--- config.mk ---
export PLATFORM = sky130hd
export DESIGN_NAME = vc_credit_mgr
export DESIGN_NICKNAME = d
export VERILOG_FILES = /design/src/rtl/vc_credit_mgr.sv
export SDC_FILE = /design/constraint.sdc
export NUM_CORES = 1
export LEC_CHECK = 0
export CAP_MARGIN = 20
export CORE_MARGIN = 2
export CORE_UTILIZATION = 60
export CTS_CLUSTER_DIAMETER = 40
export DETAILED_ROUTE_END_ITERATION = 16
export DONT_BUFFER_PORTS = 1
export GPL_ROUTABILITY_DRIVEN = 0
export GPL_TIMING_DRIVEN = 0
export PLACE_DENSITY = 0.83
export SKIP_CTS_REPAIR_TIMING = 1
export SYNTH_ARGS = -nofsm -noshare
export SYNTH_HDL_FRONTEND = slang
export SYNTH_SLANG_ARGS = --single-unit
--- constraint.sdc ---
create_clock -name clk_i -period 3.6 [get_ports clk_i]
set_clock_uncertainty 0.2 [all_clocks]
set_input_delay 0.9 -clock clk_i [delete_from_list [all_inputs] [get_ports clk_i]]
set_output_delay 0.9 -clock clk_i [all_outputs]
set_load 0.03 [all_outputs]
--- src/rtl/vc_credit_mgr.sv ---
// Per-VC transmit credit manager: loads initial credits, tracks returns and
// consumes per virtual channel, and reports eligibility, stalls and credit errors.
module vc_credit_mgr #(
    parameter int NUM_VC      = 4,
    parameter int VC_W        = 2,
    parameter int CRED_W      = 8,
    parameter int MAX_CREDITS = 255
) (
    input  logic                     clk_i,
    input  logic                     rst_ni,
    input  logic                     init_load_i,
    input  logic                     flush_i,
    input  logic [NUM_VC*CRED_W-1:0] cfg_init_credit_i,
    input  logic [NUM_VC-1:0]        dec_credit_vc_i,
    input  logic                     crd_ret_valid_i,
    input  logic [VC_W-1:0]          crd_ret_vc_i,
    input  logic [CRED_W-1:0]        crd_ret_cnt_i,
    input  logic [NUM_VC-1:0]        vcq_valid_i,
    input  logic                     stat_clr_i,
    input  logic                     err_clr_i,
    output logic [NUM_VC-1:0]        vc_can_send_o,
    output logic [NUM_VC*CRED_W-1:0] credit_o,
    output logic                     active_o,
    output logic [31:0]              stat_credit_stall_o,
    output logic                     err_underflow_o,
    output logic                     err_overflow_o
);

    typedef enum logic [1:0] {S_IDLE, S_LOAD, S_ACTIVE} state_e;

    localparam logic [CRED_W:0] MAX_EXT = (CRED_W+1)'(MAX_CREDITS);

    state_e                          state_q, state_d;
    logic [NUM_VC-1:0][CRED_W-1:0]   cnt_q, cnt_d;
    logic [NUM_VC-1:0][CRED_W:0]     ret_ext, nxt_ext;
    logic [31:0]                     stall_q, stall_d;
    logic                            uf_q, uf_d, ov_q, ov_d;
    logic                            uf_set, ov_set, stall_evt;

    always_comb begin
        state_d = state_q;
        case (state_q)
            S_IDLE:   if (init_load_i) state_d = S_LOAD;
            S_LOAD:   state_d = S_ACTIVE;
            S_ACTIVE: state_d = S_ACTIVE;
            default:  state_d = S_IDLE;
        endcase
        if (flush_i) state_d = S_IDLE;
    end

    // Handshake: dec_credit_vc_i[v] and crd_ret_valid_i are single-cycle strobes with
    // no back-pressure; each set bit is acted on exactly once in the cycle it is high.
    always_comb begin
        cnt_d  = cnt_q;
        uf_set = 1'b0;
        ov_set = 1'b0;
        for (int v = 0; v < NUM_VC; v++) begin
            ret_ext[v] = (crd_ret_valid_i && crd_ret_vc_i == VC_W'(v)) ?
                         {1'b0, crd_ret_cnt_i} : '0;
            nxt_ext[v] = {1'b0, cnt_q[v]} + ret_ext[v] - (CRED_W+1)'(dec_credit_vc_i[v]);
        end
        case (state_q)
            S_IDLE: begin
                cnt_d  = '0;
                uf_set = |dec_credit_vc_i;
            end
            S_LOAD: begin
                uf_set = |dec_credit_vc_i;
                for (int v = 0; v < NUM_VC; v++) begin
                    if ({1'b0, cfg_init_credit_i[v*CRED_W +: CRED_W]} > MAX_EXT)
                        cnt_d[v] = MAX_EXT[CRED_W-1:0];
                    else
                        cnt_d[v] = cfg_init_credit_i[v*CRED_W +: CRED_W];
                end
            end
            S_ACTIVE: begin
                for (int v = 0; v < NUM_VC; v++) begin
                    // Underflow must be caught before the range check, since the
                    // (CRED_W+1)-bit difference wraps to a huge value.
                    if (cnt_q[v] == '0 && ret_ext[v] == '0 && dec_credit_vc_i[v]) begin
                        uf_set = 1'b1;
                    end else if (nxt_ext[v] > MAX_EXT) begin
                        cnt_d[v] = MAX_EXT[CRED_W-1:0];
                        ov_set   = 1'b1;
                    end else begin
                        cnt_d[v] = nxt_ext[v][CRED_W-1:0];
                    end
                end
            end
            default: cnt_d = '0;
        endcase
        if (flush_i) begin
            cnt_d  = '0;
            uf_set = 1'b0;
            ov_set = 1'b0;
        end
    end

    always_comb begin
        for (int v = 0; v < NUM_VC; v++)
            vc_can_send_o[v] = (state_q == S_ACTIVE) && (cnt_q[v] != '0);
        stall_evt = (state_q == S_ACTIVE) && |(vcq_valid_i & ~vc_can_send_o);
        stall_d   = stall_q;
        if (stat_clr_i)
            stall_d = '0;
        else if (stall_evt && stall_q != '1)
            stall_d = stall_q + 32'd1;
        uf_d = uf_set | (uf_q & ~err_clr_i);
        ov_d = ov_set | (ov_q & ~err_clr_i);
    end

    always_ff @(posedge clk_i or negedge rst_ni) begin
        if (!rst_ni) begin
            state_q <= S_IDLE;
            cnt_q   <= '0;
            stall_q <= '0;
            uf_q    <= 1'b0;
            ov_q    <= 1'b0;
        end else begin
            state_q <= state_d;
            cnt_q   <= cnt_d;
            stall_q <= stall_d;
            uf_q    <= uf_d;
            ov_q    <= ov_d;
        end
    end

    assign credit_o            = cnt_q;
    assign active_o            = (state_q == S_ACTIVE);
    assign stat_credit_stall_o = stall_q;
    assign err_underflow_o     = uf_q;
    assign err_overflow_o      = ov_q;

endmodule
==> flow_metrics.tcl <==
set metrics [dict create \
    max_stage_delay_ps 380 \
    routedWlPerCell_um 18.5 \
    dr_total_vias 4967 \
    power.density_mw_per_mm2 400 \
    gr-usage-all-layers_pct 29.9 \
    syn_avg_cell_area_um2 8.05 \
    cts_tree "done" \
    fp-row-count 35 \
    setup_tns_ps 0 \
    die_h_um 100 \
    nets 835 \
    p_sw_uw 956 \
    antenna_found_initial 0 \
    power.total_uw 2420 \
    synth_warnings 0 \
    crit_required_ps 3680 \
    grt_pass1_wl_um 23300 \
    cp-start-kind "primary input" \
    clockBufferDepth 2 \
    seq_power_share_pct 36.3 \
    h-tree-depth 3 \
    synthArstFlopShare_pct 100 \
    dp.cells 797 \
    area_growth_pct 9.56 \
    hold_viol_final 0 \
    core-area_mm2 0.00906 \
    fin_crit_ps 3520 \
    rrSetupSlack_ps 500 \
    stdcell_count 821 \
    setup_violations 0 \
    synth_edf_count 0 \
    internal_power_uw 1460 \
    numCtsBuffers 9 \
    place_ws_ps -657 \
    drt-total-wl_um 15200 \
    finalInstanceArea_mm2 0.00605 \
    syn_inst 686 \
    fmax_mhz 284 \
    clkPwrFrac_pct 28.4 \
    grt_pass1_vias 4866 \
    vdd_ir_drop_max_mv 0.242 \
    antennaDiodeCount 0 \
    finalCritPeriodShare_pct 97.7 \
    placed_area_mm2 0.00570 \
    tightest_slew_ps 784 \
    die_x_um 100 \
    io_pins 128 \
    synthFlopType "dfrtp_1" \
    crit_slowest_cell "fa_2" \
    slew_headroom_pct 47.9 \
    synth_cell_type_count 52 \
    critPathKind "primary input to register" \
    path_cells "and3_1 > clkbuf_8 > nand2_1 > ha_1 > inv_1 > ha_2 > fa_2 > a21o_1 > a41oi_1 > o21ai_2 > o31ai_4 > xnor2_2 > o21ai_1 > a21oi_1" \
    leakagePower_uw 0.00277 \
    maxSlewViolCount 0 \
    path_clk_slew_ps 90 \
    yosysSeqAreaShare_pct 30.8 \
    dp_hpwl_um 11200 \
    syn_area_mm2 0.00553 \
    die_area_mm2 0.00999 \
    switching_share_pct 39.5 \
    status "complete, no violations" \
    syn_nets 816 \
    rr_endpoint "credit_o[31]$_DFFE_PN0P_" \
    start_util_pct 61.0 \
    maxCapViolations 0 \
    drtIter0Drc 268 \
    clockRootBuffer "clkbuf_8" \
    hp-class "primary input to asynchronous set/reset pin" \
    synth-seq-cells 68 \
    drt-vias-per-instance 6.05 \
    cp.arrival_ps 3590 \
    drc 0 \
    grt_start_max_net_pins 69 \
    postRouteAntennaNets 0 \
    dr.pass1.iters 6 \
    port_buffers 0 \
    grt_overflow 0 \
    regToRegStartpoint "credit_o[25]$_DFFE_PN0P_" \
    clkSinkCount 68 \
    setup_ws_ps 81.7 \
    cp-end-kind "register" \
    cp_max_fo 9 \
    drive_above_1_share_pct 7.75 \
    clk_latency_ps 360 \
    pwr-share-comb_pct 35.3 \
    reg2reg_depth 11 \
]
==> synth_stat cells, drive strengths merged, types with 2 or more instances <==
master	instances	share of area, %
nor3	9	0.82
or4	4	0.61
xor2	23	3.6
o21ai	42	3.8
mux2i	2	0.36
o41ai	3	0.48
nand4	8	1.3
and4	6	0.95
and2	2	0.23
a22oi	2	0.27
nand2b	8	0.91
xnor2	33	5.2
o311ai	2	0.32
nor2	50	3.5
ha	69	16
nor2b	4	0.45
dfrtp	68	31
or3	6	0.77
fa	4	1.4
or2	2	0.23
a21oi	55	5.0
a211oi	2	0.27
o211ai	3	0.41
nor3b	2	0.27
nand2	83	5.6
buf	3	0.36
inv	112	7.6
and3	5	0.57
nand3	31	3.1
nor4	12	1.4
a41oi	2	0.45
clkbuf	13	0.88
a21o	6	0.82
==> registers in the layout, summed over array words and instances, names as in the netlist <==
name	flops
credit_o	32
stat_credit_stall_o	32
state_q	2
err_overflow_o	1
err_underflow_o	1
==> layout by cell type (no fill, tap or decap), types with 10 or more instances in the layout <==
cell type  synthesis  routed
a21oi_1           55      53
clkbuf_1          13      11
clkbuf_8           0      10
dfrtp_1           68      68
ha_1              69      68
inv_1            112     112
nand2_1           83      83
nand3_1           28      28
nor2_1            49      48
nor4_1            12      12
o21ai_0           42      33
xnor2_1           33      31
xor2_1            23      21
==> critical path, delay by kind of cell <==
kind | cells | cell delay (ps)
and+or+nand+nor | 2 | 250
buffers and inverters | 2 | 210
adders and majority gates | 3 | 830
xor gates and xnor gates | 1 | 220
AOI/OAI and AO/OA | 6 | 1190
==> layer usage <==
layer  global-route usage [%]  part of all wire [%]  up-vias
li1                         -                     -     2331
met1                     36.8                    37     2336
met2                     49.0                    48      255
met3                     8.64                    11       45
met4                     13.6                   3.2        0
met5                        0                     0        -
==> power groups by stage <==
stage,Combinational [uW],Clock [uW],Sequential [uW]
2_1_floorplan,586,0,880
3_3_place_gp,716,0,891
3_5_place_dp,749,0,893
4_1_cts,753,692,877
5_1_grt,935,722,881
6_report,855,688,878
==> how the worst max path moves through the flow <==
stage / from / to / slack [ps] / cells after the start
2_1_floorplan: crd_ret_vc_i[1] / credit_o[5]$_DFFE_PN0P_ / 7 / 14
3_3_place_gp: crd_ret_vc_i[1] / credit_o[5]$_DFFE_PN0P_ / -520 / 14
3_5_place_dp: crd_ret_vc_i[1] / credit_o[5]$_DFFE_PN0P_ / -660 / 14
4_1_cts: crd_ret_vc_i[1] / credit_o[5]$_DFFE_PN0P_ / -300 / 14
5_1_grt: crd_ret_vc_i[0] / err_overflow_o$_DFF_PN0_ / -20 / 16
6_report: crd_ret_vc_i[0] / credit_o[31]$_DFFE_PN0P_ / 80 / 14
==> cells by family (layout without fill, tap and decap cells) <==
kind of cell,Yosys count,count (layout),share of synthesized area (%)
muxes,3,3,0.566
and+or+nand+nor,234,234,21.0
xor gates and xnor gates,56,57,8.88
AOI/OAI and AO/OA,124,124,12.8
adders and majority gates,73,73,17.1
buffers and inverters,128,151,8.85
DFF,68,68,30.8
==> cell type report <==
cell class              instances  area [um2]
repair buffers                  7        52.6
well taps                     111         139
fillers                       756        3010
clock buffers                   9         124
multi-input cells             491        3450
clock inverters                 7        82.6
flip-flops and latches         68        1700
inverters                     112         420
plain buffers                  16        82.6
==> stage by stage <==
step	hold slack (ps)	utilization [%]
2_1_floorplan	342	-
6_report	27.0	66.8
4_1_cts	12.6	65.2
3_3_place_gp	366	62.9
5_1_grt	7.20	66.8
3_5_place_dp	401	62.9
Power figures use the tool's default switching activity.
